`config.mk`:
```
export PLATFORM = sky130hd
export DESIGN_NAME = alu_mdu
export DESIGN_NICKNAME = d
export VERILOG_FILES = /design/src/rtl/alu_mdu.sv
export SDC_FILE = /design/constraint.sdc
export NUM_CORES = 2
export LEC_CHECK = 0
export BUFFER_PORTS_ARGS = -buffer_cell sky130_fd_sc_hd__buf_2
export CAP_MARGIN = 5
export CORE_ASPECT_RATIO = 1.2
export CORE_UTILIZATION = 40
export CTS_CLUSTER_SIZE = 14
export DETAILED_ROUTE_END_ITERATION = 7
export PLACE_DENSITY_LB_ADDON = 0.12
export SETUP_SLACK_MARGIN = 0.4
export SLEW_MARGIN = 40
export SYNTH_ARGS = -nofsm -noshare
export SYNTH_HDL_FRONTEND = slang
export SYNTH_SLANG_ARGS = --single-unit
```
`constraint.sdc`:
```
create_clock -name clk -period 25.6 [get_ports clk]
set_clock_uncertainty 0.1 [all_clocks]
set_input_delay 2.56 -clock clk [delete_from_list [all_inputs] [get_ports clk]]
set_output_delay 2.56 -clock clk [all_outputs]
set_load 0.05 [all_outputs]
```
`src/rtl/alu_mdu.sv`:
```
// alu_mdu: integer ALU with a multiply/divide unit behind a valid/ready handshake.
// Multiplies finish in one cycle. Divides use a restoring divider that produces one quotient bit per cycle.
//
// state | meaning
// IDLE  | accepts requests; every non-divide op is computed and registered here
// DIV   | restoring divider runs, one quotient bit per cycle, counter WIDTH-1..0
// FIX   | applies the signs to quotient/remainder and registers the result
module alu_mdu #(
  parameter int WIDTH  = 32,
  parameter int DIV_EN = 1
) (
  input  logic             clk,
  input  logic             rst,
  input  logic             in_valid,
  output logic             in_ready,
  input  logic [WIDTH-1:0] A,
  input  logic [WIDTH-1:0] B,
  input  logic [4:0]       ALUop,
  output logic             out_valid,
  input  logic             out_ready,
  output logic [WIDTH-1:0] ALUS,
  output logic             zero
);

  localparam int SW = $clog2(WIDTH);
  localparam logic [WIDTH-1:0] MOST_NEG = {1'b1, {(WIDTH-1){1'b0}}};
  localparam logic [WIDTH-1:0] ALL_ONES = '1;

  typedef enum logic [1:0] {IDLE, DIV, FIX} state_t;

  state_t             state;
  logic [SW-1:0]      cnt;
  logic [WIDTH-1:0]   quo;
  logic [WIDTH-1:0]   rem_r;
  logic [WIDTH-1:0]   dvs;
  logic               q_neg;
  logic               r_neg;
  logic               is_rem;

  logic               accept;
  logic               go_div;
  logic [SW-1:0]      shamt;
  logic [WIDTH-1:0]   alu_res;
  logic [2*WIDTH-1:0] mul_a;
  logic [2*WIDTH-1:0] mul_b;
  logic [2*WIDTH-1:0] mul_p;
  logic [WIDTH-1:0]   m_res;
  logic               div_signed;
  logic               div_rem;
  logic               div_start;
  logic [WIDTH-1:0]   div_res;
  logic [WIDTH-1:0]   a_mag;
  logic [WIDTH-1:0]   b_mag;
  logic [WIDTH-1:0]   comb_res;
  logic [WIDTH:0]     shifted;
  logic [WIDTH:0]     diff;
  logic [WIDTH-1:0]   q_fix;
  logic [WIDTH-1:0]   r_fix;
  logic [WIDTH-1:0]   fix_res;

  assign in_ready = (state == IDLE) && (!out_valid || out_ready);
  assign accept   = in_valid && in_ready;
  assign go_div   = ALUop[4] && !ALUop[3] && ALUop[2] && div_start;

  // Base integer group; the shift amount is taken from the low log2(WIDTH) bits of B only
  always_comb begin
    shamt = B[SW-1:0];
    case (ALUop[3:0])
      4'b0000: alu_res = A + B;
      4'b1000: alu_res = A - B;
      4'b0001: alu_res = A << shamt;
      4'b0010: alu_res = {{(WIDTH-1){1'b0}}, ($signed(A) < $signed(B))};
      4'b0011: alu_res = {{(WIDTH-1){1'b0}}, (A < B)};
      4'b0100: alu_res = A ^ B;
      4'b0101: alu_res = A >> shamt;
      4'b1101: alu_res = $unsigned($signed(A) >>> shamt);
      4'b0110: alu_res = A | B;
      4'b0111: alu_res = A & B;
      default: alu_res = '0;
    endcase
  end

  // Multiplier: extend each operand to 2*WIDTH as the variant requires; the low 2*WIDTH product bits are exact
  always_comb begin
    mul_a = {{WIDTH{((ALUop[1:0] == 2'b01) || (ALUop[1:0] == 2'b10)) && A[WIDTH-1]}}, A};
    mul_b = {{WIDTH{(ALUop[1:0] == 2'b01) && B[WIDTH-1]}}, B};
    mul_p = mul_a * mul_b;
    m_res = (ALUop[1:0] == 2'b00) ? mul_p[WIDTH-1:0] : mul_p[2*WIDTH-1:WIDTH];
  end

  // Divide front end: resolve the single-cycle special cases and form the operand magnitudes
  always_comb begin
    div_signed = ~ALUop[0];
    div_rem    = ALUop[1];
    a_mag      = (div_signed && A[WIDTH-1]) ? -A : A;
    b_mag      = (div_signed && B[WIDTH-1]) ? -B : B;
    div_start  = 1'b0;
    div_res    = '0;
    if (DIV_EN != 0) begin
      if (B == '0) begin
        div_res = div_rem ? A : ALL_ONES;
      end else if (div_signed && (A == MOST_NEG) && (B == ALL_ONES)) begin
        div_res = div_rem ? '0 : A;
      end else begin
        div_start = 1'b1;
      end
    end
  end

  // Select the result for an op that completes in the accepting cycle
  always_comb begin
    if (!ALUop[4]) begin
      comb_res = alu_res;
    end else if (ALUop[3]) begin
      comb_res = '0;
    end else if (!ALUop[2]) begin
      comb_res = m_res;
    end else begin
      comb_res = div_res;
    end
  end

  // Restoring step and final sign fix-up. The partial remainder is always below the divisor, so WIDTH bits hold it
  always_comb begin
    shifted = {rem_r, quo[WIDTH-1]};
    diff    = shifted - {1'b0, dvs};
    q_fix   = q_neg ? -quo : quo;
    r_fix   = r_neg ? -rem_r : rem_r;
    fix_res = is_rem ? r_fix : q_fix;
  end

  // Control FSM, divider datapath and registered outputs
  always_ff @(posedge clk) begin
    if (rst) begin
      state     <= IDLE;
      out_valid <= 1'b0;
      ALUS      <= '0;
      zero      <= 1'b0;
      cnt       <= '0;
      quo       <= '0;
      rem_r     <= '0;
      dvs       <= '0;
      q_neg     <= 1'b0;
      r_neg     <= 1'b0;
      is_rem    <= 1'b0;
    end else begin
      case (state)
        IDLE: begin
          if (accept) begin
            if (go_div) begin
              state     <= DIV;
              out_valid <= 1'b0;
              cnt       <= SW'(WIDTH-1);
              quo       <= a_mag;
              rem_r     <= '0;
              dvs       <= b_mag;
              q_neg     <= div_signed && (A[WIDTH-1] ^ B[WIDTH-1]);
              r_neg     <= div_signed && A[WIDTH-1];
              is_rem    <= div_rem;
            end else begin
              ALUS      <= comb_res;
              zero      <= (comb_res == '0);
              out_valid <= 1'b1;
            end
          end else if (out_valid && out_ready) begin
            out_valid <= 1'b0;
          end
        end
        DIV: begin
          if (!diff[WIDTH]) begin
            rem_r <= diff[WIDTH-1:0];
            quo   <= {quo[WIDTH-2:0], 1'b1};
          end else begin
            rem_r <= shifted[WIDTH-1:0];
            quo   <= {quo[WIDTH-2:0], 1'b0};
          end
          if (cnt == '0) begin
            state <= FIX;
          end else begin
            cnt <= cnt - SW'(1);
          end
        end
        FIX: begin
          ALUS      <= fix_res;
          zero      <= (fix_res == '0);
          out_valid <= 1'b1;
          state     <= IDLE;
        end
        default: state <= IDLE;
      endcase
    end
  end

endmodule
```
==> results by group <==
Clock network
  – Clock sink count: 140
  – CTS root buf: sky130_fd_sc_hd__clkbuf_16
  – Insertion delay of the later-clocked pin in the worst-skew pair: 450 ps
  – Number of clock buffers inserted by TritonCTS: 17
  – TritonCTS clock tree: yes
  – Post CTS Setup Buffer Count: 0
  – Total of hold buffers inserted after clock tree synthesis: 0
  – Count of cells resized by post-cts repair: 0
  – Max Buffers Root-to-Sink: 2
  – Clock transition at the registers of the reported paths: 70 ps
  – Number of levels in the clock H-tree: 4

Yosys
  – Number of enable-type register cells in the synthesized netlist: 0
  – Share of the yosys chip area belonging to registers: 0.0481
  – Count of unique library cells instantiated by Yosys: 97
  – Syn Std Cell Area: 0.0582 sq mm
  – Total number of yosys warnings: 0
  – Average footprint of a synthesized cell: 7.93 sq um
  – Synthesized netlist net count: 8895
  – Post-synth top flop: sky130_fd_sc_hd__dfxtp_1
  – Post-synthesis async set-or-reset flop share: 0
  – Synthesis-stage register bit count: 140
  – Gate count after technology mapping: 7342

Worst setup path
  – Largest fanout of any net on the critical path: 22
  – Slowest stage cell, crit path: sky130_fd_sc_hd__fa_1
  – Length in cells of the worst reg-to-reg path: 17
  – Required time at the worst-slack endpoint: 25900 ps
  – Startpoint of the lowest-slack register-to-register path: quo[31]$_SDFFE_PP0P_
  – Category of cells accounting for the largest share of critical-path delay: adder cells
  – Combined buffer and inverter count along the critical path: 7
  – Kind of start point of the critical path: input pin
  – Critical register-to-register path endpoint: rem_r[11]$_SDFFE_PP0P_
  – Crit path depth: 31
  – Critical setup path kind: in2reg
  – Destination of the critical timing path: zero$_SDFFE_PP0P_
  – CP peak stage delay: 770 ps
  – Worst reg2reg setup slack: 20520 ps
  – Data arrival time of the critical path: 13590 ps
  – Critical Path Start: ALUop[1]
  – Most common cell on crit path: sky130_fd_sc_hd__fa_1
  – Element type at the critical path end: flop

GRT
  – Antenna violations before repair: 31
  – Pin count of the biggest net entering global routing: 79
  – Global-route usage over all layers: 0.408
  – Vias in the first global route: 55300
  – Total gr overflow: 0
  – Global-route wire length before repair: 421000 microns

STA
  – Relative slew margins: 0.332
  – Worst setup slack after layout: 12310 ps
  – Fmax: 0.0752 GHz
  – Slew at the pin closest to its max-slew limit: 995 ps
  – Unrepaired setup endpoints after global routing: false
  – Final Setup Violations: 0
  – Count of pins over their slew limit: 0
  – Clock period minus worst slack: 13290 ps
  – Final hold violations: 0
  – Post-route clock period utilization: 0.519
  – Total negative slack: 0 ps

Route
  – Number of vias in the routed layout: 55200
  – Vias per cell: 6.02
  – Antenna Nets Post-Route: 0
  – Detailed-router iteration count before antenna repair: 8
  – Wirelength per Cell: 32.6 microns
  – Residual DRC: 3
  – Total wire length: 299000 microns
  – Violation count after the first detailed-routing iteration: 6111

Floorplanning
  – Die height: 420 microns
  – Initial cell density of the core: 0.402
  – Die area: 0.147 sq mm
  – Num rows: 153
  – Count of boundary I/O pins: 108
  – Horizontal die dimension: 350 microns
  – Placeable core region: 0.145 sq mm

Place
  – Post-Place Cells: 9111
  – Final GP Congestion: 1.09
  – Port Buffer Count: 107
  – Half-perimeter wire length after detailed placement: 236000 microns
  – Setup Slack @ Placement: 11990 ps

Min path
  – Type of the most critical hold path: reg2reg

Job
  – MaxCap Viol Count: 0

Cells and area
  – Area of the multi-input gates: 0.0487 sq mm
  – Growth of design area from synthesis to finish: 6.10%
  – Number of inserted filler cells in the final layout: 15100
  – Commonest cells after routing, fill and taps aside: sky130_fd_sc_hd__inv_1 (1334), sky130_fd_sc_hd__nand2_1 (1166), sky130_fd_sc_hd__fa_1 (1128), sky130_fd_sc_hd__nor2_1 (581), sky130_fd_sc_hd__ha_1 (351)
  – Number of non-filler instances in the completed layout: 9160
  – Share of final-layout standard cells stronger than drive strength 1: 0.0668
  – Leading cell type in the layout, fill and taps excluded: sky130_fd_sc_hd__inv_1
  – Layout Nets: 8746
  – Area taken by flip-flops and latches: 0.00280 sq mm

Run status
  – Violations in the final reports: DRC
  – Status: finished with violations
[cell families after synthesis]
kind of cell,count (synthesis),synth area share
AO/OA/AOI/OAI,1260,0.140
XOR/XNOR,235,0.0353
adder cells (fa/ha/maj),1480,0.463
buffers and inverters,1847,0.120
flip-flops,140,0.0481
multiplexers,121,0.0261
AND/OR/NAND/NOR,2259,0.166
[how the worst min path moves through the flow]
| stage | from | end | slack (ps) | depth (start not counted) |
|---|---|---|---|---|
| after floorplan | dvs[18]$_SDFFE_PP0P_ | dvs[18]$_SDFFE_PP0P_ | 330 | 2 |
| after global placement | ALUS[21]$_SDFFE_PP0P_ | ALUS[21]$_SDFFE_PP0P_ | 340 | 2 |
| after detailed placement | ALUS[16]$_SDFFE_PP0P_ | ALUS[16]$_SDFFE_PP0P_ | 350 | 2 |
| after CTS | ALUS[16]$_SDFFE_PP0P_ | ALUS[16]$_SDFFE_PP0P_ | 350 | 2 |
| after global routing | ALUS[27]$_SDFFE_PP0P_ | ALUS[27]$_SDFFE_PP0P_ | 360 | 2 |
| final | ALUS[22]$_SDFFE_PP0P_ | ALUS[22]$_SDFFE_PP0P_ | 350 | 2 |
[through the flow]
step	hold WS [ps]	instance area, sq um	utilization
final	351	61800	0.427
after detailed placement	345	61100	0.422
after CTS	352	61700	0.426
after global routing	364	61700	0.427
after global placement	338	60900	0.421
after floorplan	332	58200	-
[cell type report]
class / count / share of cell area
Sequential cell: 140 / 0.0454
Inverter: 1372 / 0.0835
Multi-Input combinational cell: 5355 / 0.788
Timing Repair Buffer: 307 / 0.0339
Antenna cell: 18 / 0.000729
Clock buffer: 18 / 0.00695
Clock inverter: 13 / 0.00267
Tap cell: 1937 / 0.0392
[flip-flops by register name, summed over array words and instances, names as in the netlist, 2 cells and up]
name and flops:
ALUS 32, cnt 5, dvs 32, quo 32
rem_r 32, state 2
[worst reg2reg max path, delay by kind of cell (launching register included)]
kind / cells / cell delay, ps
xor gates and xnor gates: 1 / 140
DFF: 1 / 570
AOI/OAI and AO/OA: 9 / 2340
adders and majority gates: 2 / 430
buffers and inverters: 3 / 720
and+or+nand+nor: 2 / 670
[Yosys cell counts, types with 12 or more instances]
cell | count | area (sq um)
sky130_fd_sc_hd__o211ai_1 | 60 | 450
sky130_fd_sc_hd__xor2_1 | 70 | 613
sky130_fd_sc_hd__nor2_1 | 585 | 2200
sky130_fd_sc_hd__a22oi_1 | 37 | 278
sky130_fd_sc_hd__and3_1 | 33 | 206
sky130_fd_sc_hd__or4_1 | 20 | 150
sky130_fd_sc_hd__nor3_1 | 91 | 455
sky130_fd_sc_hd__mux2i_1 | 68 | 681
sky130_fd_sc_hd__o22ai_1 | 35 | 219
sky130_fd_sc_hd__a32oi_1 | 12 | 105
sky130_fd_sc_hd__nand3_1 | 86 | 430
sky130_fd_sc_hd__o31ai_1 | 60 | 450
sky130_fd_sc_hd__fa_1 | 1128 | 22600
sky130_fd_sc_hd__mux2_2 | 24 | 270
sky130_fd_sc_hd__ha_1 | 352 | 4400
sky130_fd_sc_hd__and2_1 | 21 | 131
sky130_fd_sc_hd__a31oi_1 | 46 | 288
sky130_fd_sc_hd__a21o_1 | 34 | 255
sky130_fd_sc_hd__inv_1 | 1340 | 5030
sky130_fd_sc_hd__nor4_1 | 39 | 244
sky130_fd_sc_hd__clkinv_1 | 24 | 90.1
sky130_fd_sc_hd__buf_1 | 97 | 364
sky130_fd_sc_hd__nand2_1 | 1166 | 4380
sky130_fd_sc_hd__nand2b_1 | 40 | 250
sky130_fd_sc_hd__clkbuf_1 | 345 | 1290
sky130_fd_sc_hd__mux4_2 | 21 | 473
sky130_fd_sc_hd__o21a_1 | 15 | 113
sky130_fd_sc_hd__o21ai_1 | 21 | 105
sky130_fd_sc_hd__or3_1 | 30 | 188
sky130_fd_sc_hd__o41ai_1 | 22 | 193
sky130_fd_sc_hd__o21bai_1 | 27 | 203
sky130_fd_sc_hd__o221ai_1 | 14 | 123
sky130_fd_sc_hd__nor2b_1 | 27 | 169
sky130_fd_sc_hd__a311oi_1 | 14 | 123
sky130_fd_sc_hd__a221oi_1 | 28 | 245
sky130_fd_sc_hd__a21oi_1 | 332 | 1660
sky130_fd_sc_hd__a2111oi_0 | 17 | 149
sky130_fd_sc_hd__o21ai_0 | 270 | 1350
sky130_fd_sc_hd__dfxtp_1 | 140 | 2800
sky130_fd_sc_hd__buf_2 | 27 | 135
sky130_fd_sc_hd__a211oi_1 | 87 | 653
sky130_fd_sc_hd__xnor2_1 | 165 | 1450
sky130_fd_sc_hd__nand4_1 | 57 | 357
[metal layers]
metal  vias to the layer above  global-route usage  wire length [microns]  share of wire
met4                        24               0.264                  24100          0.081
li1                      23000                   -                      -              -
met1                     28400               0.511                 116000           0.39
met3                       817              0.0884                  26900          0.090
met2                      2933               0.635                 132000           0.44
met5                         -                   0                    130        0.00043
Power is left out: the tool's default activity adds up to more than one toggle a clock period on the data nets, which glitch-free logic cannot reach.
